$ cat config.mk
export PLATFORM = sky130hd
export DESIGN_NAME = shift_reg_ctrl_flat
export DESIGN_NICKNAME = d
export VERILOG_FILES = /design/src/rtl/shift_reg_ctrl_if.sv /design/src/rtl/shift_reg_ctrl.sv /design/src/flat_wrapper.sv
export SDC_FILE = /design/constraint.sdc
export NUM_CORES = 1
export LEC_CHECK = 0
export ABC_AREA = 1
export BUFFER_PORTS_ARGS = -buffer_cell sky130_fd_sc_hd__buf_2
export CAP_MARGIN = 20
export CORE_AREA = 3 3 40 42
export DETAILED_ROUTE_END_ITERATION = 8
export DIE_AREA = 0 0 43 45
export GPL_TIMING_DRIVEN = 0
export HOLD_SLACK_MARGIN = 0.06
export PLACE_DENSITY = 0.72
export SYNTH_ARGS = -nofsm -noshare
export SYNTH_HDL_FRONTEND = slang
export SYNTH_SLANG_ARGS = --single-unit
$ cat constraint.sdc
create_clock -name clk -period 3 [get_ports clk]
set_clock_uncertainty 0.1 [all_clocks]
set_input_delay 0.15 -clock clk [delete_from_list [all_inputs] [get_ports clk]]
set_output_delay 0.15 -clock clk [all_outputs]
set_load 0.01 [all_outputs]
$ cat src/rtl/shift_reg_ctrl_if.sv
// Handshake and shift-register control bundle for shift_reg_ctrl.
// master: word producer / clear requester side; slave: the controller.
interface shift_reg_ctrl_if #(
    parameter int unsigned WIDTH = 4
);
    logic             in_valid;
    logic             in_ready;
    logic [WIDTH-1:0] in_data;
    logic             clear_req;
    logic             sr_serial;
    logic             sr_shift_en;
    logic             sr_clear;
    logic             sr_latch;
    logic             busy;
    logic             done;

    modport master (
        output in_valid, in_data, clear_req,
        input  in_ready, sr_serial, sr_shift_en, sr_clear, sr_latch, busy, done
    );

    modport slave (
        input  in_valid, in_data, clear_req,
        output in_ready, sr_serial, sr_shift_en, sr_clear, sr_latch, busy, done
    );
endinterface

$ cat src/rtl/shift_reg_ctrl.sv
// Serialises handshaked words into an external SIPO shift register, strobes its latch,
// and sequences clears. Define SHIFT_REG_CTRL_LSB_FIRST_EN to send words LSB-first.
module shift_reg_ctrl #(
    parameter int unsigned WIDTH      = 4,
    parameter int unsigned GAP_CYCLES = 1
) (
    input  logic             clk,
    input  logic             reset,
    shift_reg_ctrl_if.slave  bus
);
    localparam int unsigned CNT_W = $clog2(WIDTH);
    localparam int unsigned GAP_W = (GAP_CYCLES > 0) ? $clog2(GAP_CYCLES + 1) : 1;
    localparam bit          HAS_GAP = (GAP_CYCLES > 0);

    localparam logic [CNT_W-1:0] LAST_BIT = CNT_W'(WIDTH - 1);
    localparam logic [GAP_W-1:0] LAST_GAP = GAP_W'(GAP_CYCLES - 1);

    localparam logic [2:0] ST_IDLE  = 3'd0;
    localparam logic [2:0] ST_CLEAR = 3'd1;
    localparam logic [2:0] ST_SHIFT = 3'd2;
    localparam logic [2:0] ST_LATCH = 3'd3;
    localparam logic [2:0] ST_GAP   = 3'd4;

    logic [2:0]       state,     state_nxt;
    logic [WIDTH-1:0] hold,      hold_nxt;
    logic [CNT_W-1:0] bit_cnt,   bit_cnt_nxt;
    logic [GAP_W-1:0] gap_cnt,   gap_cnt_nxt;
    logic [WIDTH-1:0] hold_shifted;
    logic             tx_bit_nxt;
    logic             serial_nxt;
    logic             shift_en_nxt;
    logic             clear_nxt;
    logic             latch_nxt;
    logic             busy_nxt;

    // Only the accept path may look at clear_req combinationally
    assign bus.in_ready = (state == ST_IDLE) && !bus.clear_req;

    // Next state, datapath and output decode (outputs registered from next state)
    always_comb begin
        state_nxt   = state;
        hold_nxt    = hold;
        bit_cnt_nxt = bit_cnt;
        gap_cnt_nxt = gap_cnt;

`ifdef SHIFT_REG_CTRL_LSB_FIRST_EN
        hold_shifted = hold >> 1;
`else
        hold_shifted = hold << 1;
`endif

        case (state)
            ST_IDLE: begin
                if (bus.clear_req) begin
                    state_nxt = ST_CLEAR;
                end else if (bus.in_valid) begin
                    state_nxt   = ST_SHIFT;
                    hold_nxt    = bus.in_data;
                    bit_cnt_nxt = '0;
                end
            end
            ST_CLEAR: begin
                state_nxt = ST_IDLE;
            end
            ST_SHIFT: begin
                hold_nxt = hold_shifted;
                if (bit_cnt == LAST_BIT) begin
                    state_nxt = ST_LATCH;
                end else begin
                    bit_cnt_nxt = bit_cnt + CNT_W'(1);
                end
            end
            ST_LATCH: begin
                if (HAS_GAP) begin
                    state_nxt   = ST_GAP;
                    gap_cnt_nxt = '0;
                end else begin
                    state_nxt = ST_IDLE;
                end
            end
            ST_GAP: begin
                if (gap_cnt == LAST_GAP) begin
                    state_nxt = ST_IDLE;
                end else begin
                    gap_cnt_nxt = gap_cnt + GAP_W'(1);
                end
            end
            default: begin
                state_nxt = ST_IDLE;
            end
        endcase

`ifdef SHIFT_REG_CTRL_LSB_FIRST_EN
        tx_bit_nxt = hold_nxt[0];
`else
        tx_bit_nxt = hold_nxt[WIDTH-1];
`endif

        shift_en_nxt = (state_nxt == ST_SHIFT);
        serial_nxt   = shift_en_nxt && tx_bit_nxt;
        clear_nxt    = (state_nxt == ST_CLEAR);
        latch_nxt    = (state_nxt == ST_LATCH);
        busy_nxt     = (state_nxt != ST_IDLE);
    end

    // State, datapath and output registers
    always_ff @(posedge clk or posedge reset) begin
        if (reset) begin
            state           <= ST_IDLE;
            hold            <= '0;
            bit_cnt         <= '0;
            gap_cnt         <= '0;
            bus.sr_serial   <= 1'b0;
            bus.sr_shift_en <= 1'b0;
            bus.sr_clear    <= 1'b0;
            bus.sr_latch    <= 1'b0;
            bus.busy        <= 1'b0;
            bus.done        <= 1'b0;
        end else begin
            state           <= state_nxt;
            hold            <= hold_nxt;
            bit_cnt         <= bit_cnt_nxt;
            gap_cnt         <= gap_cnt_nxt;
            bus.sr_serial   <= serial_nxt;
            bus.sr_shift_en <= shift_en_nxt;
            bus.sr_clear    <= clear_nxt;
            bus.sr_latch    <= latch_nxt;
            bus.busy        <= busy_nxt;
            bus.done        <= latch_nxt;
        end
    end
endmodule

$ cat src/flat_wrapper.sv
// flat-port wrapper written by rule: the top's interface ports become plain ports
module shift_reg_ctrl_flat 
#(
    parameter int unsigned WIDTH      = 4,
    parameter int unsigned GAP_CYCLES = 1
)
  (clk, reset, bus_in_valid, bus_in_data, bus_clear_req, bus_in_ready, bus_sr_serial, bus_sr_shift_en, bus_sr_clear, bus_sr_latch, bus_busy, bus_done);
  shift_reg_ctrl_if #(.WIDTH(WIDTH)) bus_i ();
  input  logic clk;
  input  logic reset;
  input wire logic [$bits(bus_i.in_valid)-1:0] bus_in_valid;
  input wire logic [$bits(bus_i.in_data)-1:0] bus_in_data;
  input wire logic [$bits(bus_i.clear_req)-1:0] bus_clear_req;
  output wire logic [$bits(bus_i.in_ready)-1:0] bus_in_ready;
  output wire logic [$bits(bus_i.sr_serial)-1:0] bus_sr_serial;
  output wire logic [$bits(bus_i.sr_shift_en)-1:0] bus_sr_shift_en;
  output wire logic [$bits(bus_i.sr_clear)-1:0] bus_sr_clear;
  output wire logic [$bits(bus_i.sr_latch)-1:0] bus_sr_latch;
  output wire logic [$bits(bus_i.busy)-1:0] bus_busy;
  output wire logic [$bits(bus_i.done)-1:0] bus_done;
  assign bus_i.in_valid = bus_in_valid;
  assign bus_i.in_data = bus_in_data;
  assign bus_i.clear_req = bus_clear_req;
  assign bus_in_ready = bus_i.in_ready;
  assign bus_sr_serial = bus_i.sr_serial;
  assign bus_sr_shift_en = bus_i.sr_shift_en;
  assign bus_sr_clear = bus_i.sr_clear;
  assign bus_sr_latch = bus_i.sr_latch;
  assign bus_busy = bus_i.busy;
  assign bus_done = bus_i.done;
  shift_reg_ctrl #(.WIDTH(WIDTH), .GAP_CYCLES(GAP_CYCLES)) u_core (.clk(clk), .reset(reset), .bus(bus_i));
endmodule
==> results_dict.tcl <==
set metrics [dict create \
    status "finished clean" \
    cts_buffers 3 \
    r2r_end "u_core.bus.busy$_DFF_PP0_" \
    setup_violations 0 \
    fillCellCount 110 \
    final_hold_viol_count 0 \
    fin_util_pct 63.1 \
    die_x_um 43 \
    cp_max_fo 4 \
    drive_gt1_share_pct 36.0 \
    rsz0062_at_grt "false" \
    final_common_cell "nand2_1" \
    clock_sinks 14 \
    drt-initial-drc-count 5 \
    synth-xor-area-share_pct 0 \
    drtPass1Iterations 4 \
    place_ws_ns 1.76 \
    reg2reg_from "u_core.bit_cnt[0]$_DFFE_PP0P_" \
    yosys.area_share.simple_pct 32.3 \
    placed_cell_area_sq_um 724 \
    fin_area_sq_um 811 \
    dieArea_sq_um 1940 \
    ir_drop_v 0.000561 \
    hold_path.class "input pin to flop" \
    internal-power_w 0.000455 \
    gp_congestion 0.766 \
    ys_seq_elements 14 \
    grt_start_max_net_pins 15 \
    synth_top_area_share_pct 55.1 \
    viasPerCell 4.54 \
    synthMuxAreaShare_pct 0 \
    grt_pass1_vias 443 \
    end_kind "output port" \
    row_count 13 \
    sequentialPowerShare_pct 40.3 \
    syn_area_sq_um 636 \
    synth_top_family_by_area "simple AND/OR/NAND/NOR gates" \
    min_path_cells 3 \
    initial_core_util_pct 49.5 \
    min_period_over_period_pct 51.2 \
    cts_buffer_depth 2 \
    fmax_mhz 651 \
    clkPwrFrac_pct 18.3 \
    rrSetupSlack_ns 1.74 \
    synth_compound_area_share_pct 2.17 \
    cp.required_ns 2.75 \
    slew_headroom_pct 65.1 \
    drc_errors 0 \
    diodes 0 \
    synth_area_leaders "dfrtp_1 55%, nand2_1 11%, inv_1 5.3%" \
    worstHoldStart "bus_in_data[3]" \
    synth.distinct_cells 17 \
    htree_num_levels 1 \
    synth_adder_area_share_pct 1.97 \
    cts.root.buffer_cell "clkbuf_4" \
    start_kind "flop" \
    wl_per_cell_um 10.3 \
    wl_um 1080 \
    holdPathEnd "u_core.hold[3]$_DFF_PP0_" \
    syn_area_per_cell_sq_um 9.63 \
    antenna_found_initial 0 \
    power.switching_w 0.000302 \
    dpl.hpwl_um 788 \
    layout_common_cells "18 x nand2_1, 14 x buf_2, 14 x dfrtp_1, 9 x inv_1" \
    final.min_clock_period_ns 1.54 \
    synth_nets 75 \
    vias 472 \
    grt_overflow 0 \
    yosysTopAreaCell "dfrtp_1" \
    worst_slew_pin_slew_ns 0.523 \
    port_buffers 14 \
    p_leak_nw 0.485 \
    power_density_nw_per_um2 934 \
    yosys_warnings 0 \
    syn_inst 66 \
    drv_cap 0 \
    die_h_um 45 \
    ios 15 \
    worstPathArrival_ns 1.29 \
    cts_tree "yes" \
    setup_tns_ns 0 \
    grt_pass1_wl_um 1880 \
    core_area_sq_um 1280 \
    synth_seq_area_share_pct 55.1 \
    nets 99 \
    worstSkewPairLatency_ns 0.28 \
    area_delta_synth_final_pct 27.6 \
    track_usage_pct 13.5 \
    combinationalPowerShare_pct 41.4 \
    r2r.worst_path.cells 7 \
    drv_slew 0 \
    switching_share_pct 39.9 \
    worst-setup-path-type "flop to output port" \
    worst_slack_ns 1.46 \
    drtAntennaViolNets 0 \
    clk_pin_slew_ns 0.09 \
]
## sequential cells by signal (all words and copies together), names as in the netlist
register / flops
u_core.bus.sr_shift_en: 1
u_core.hold: 4
u_core.state: 3
u_core.bit_cnt: 2
u_core.bus.sr_serial: 1
u_core.bus.busy: 1
u_core.bus.sr_clear: 1
u_core.bus.sr_latch: 1
## layer usage
layer / global-route usage [%] / wire length (um) / vias up
met1: 17.3 / 457 / 217
met3: 3.59 / 47 / 2
met2: 21.3 / 546 / 10
met4: 7.23 / 24 / 0
met5: 0 / 0 / -
li1: - / - / 243
## critical path, stage by stage, from the launching register on
cell     delay, ns
dfrtp_1       0.41
nor2_4        0.20
nand2_1       0.12
nor2_1        0.12
buf_2         0.14
## per-stage QoR
stage                     cells  hold WS, ns  power [W]
after floorplan              66      -0.0608   0.000545
after global placement       95        0.108   0.000611
after detailed placement     95        0.119   0.000622
after CTS                   104       0.0815   0.000767
after global routing        104       0.0992   0.000817
final                       104       0.0911   0.000758
## cell type report
type | instances | area [sq um] | share of cell area (%)
buffer | 1 | 7.51 | 0.926
clock buffer | 4 | 36.3 | 4.48
inverter | 12 | 46.3 | 5.71
multi-input combinational | 39 | 231 | 28.5
sequential | 14 | 350 | 43.2
tap | 15 | 18.8 | 2.31
timing repair buffer | 19 | 120 | 14.8
## power groups by stage
| stage | registers (W) | clock network [W] | logic, W |
|---|---|---|---|
| 2_1_floorplan | 0.000318 | 0 | 0.000227 |
| 3_3_place_gp | 0.000307 | 0 | 0.000304 |
| 3_5_place_dp | 0.000310 | 0 | 0.000312 |
| 4_1_cts | 0.000306 | 0.000143 | 0.000317 |
| 5_1_grt | 0.000315 | 0.000149 | 0.000353 |
| 6_report | 0.000306 | 0.000139 | 0.000313 |
## repair_timing
action	4_1_cts	5_1_grt
endpoints found under the setup margin	0	0
gates resized for setup	0	0
buffers inserted	0	0
hold buffers	5	0
hold endpoints to repair	18	0
## cells by family (layout without fill, tap and decap cells)
logic type | count (synthesis) | after routing
buffers and inverters | 13 | 36
flip-flops | 14 | 14
AO/OA/AOI/OAI | 2 | 2
AND/OR/NAND/NOR | 36 | 36
adder cells (fa/ha/maj) | 1 | 1
## synthesized netlist by cell type
cell type	number
clkinv_2	1
nor2_8	1
o21ai_0	1
nand2_1	18
nor2_4	2
nand4_1	1
buf_4	1
ha_1	1
nand3_1	3
inv_2	2
nand3_2	2
nand2_2	2
inv_1	9
dfrtp_1	14
o21ai_2	1
nand2_4	2
nor2_1	5
## worst max path at each step
stage / end / slack, ns / start / cells past startpoint
floorplan: u_core.bus.busy$_DFF_PP0_ / 1.83 / u_core.bit_cnt[0]$_DFFE_PP0P_ / 7
global placement: u_core.bus.busy$_DFF_PP0_ / 1.78 / u_core.bit_cnt[0]$_DFFE_PP0P_ / 7
detailed placement: u_core.bus.busy$_DFF_PP0_ / 1.76 / u_core.bit_cnt[0]$_DFFE_PP0P_ / 7
CTS: bus_in_ready / 1.47 / u_core.state[2]$_DFF_PP0_ / 4
global route: bus_in_ready / 1.42 / u_core.state[2]$_DFF_PP0_ / 4
finish: bus_in_ready / 1.46 / u_core.state[2]$_DFF_PP0_ / 4
(Power assumes the default switching activity.)
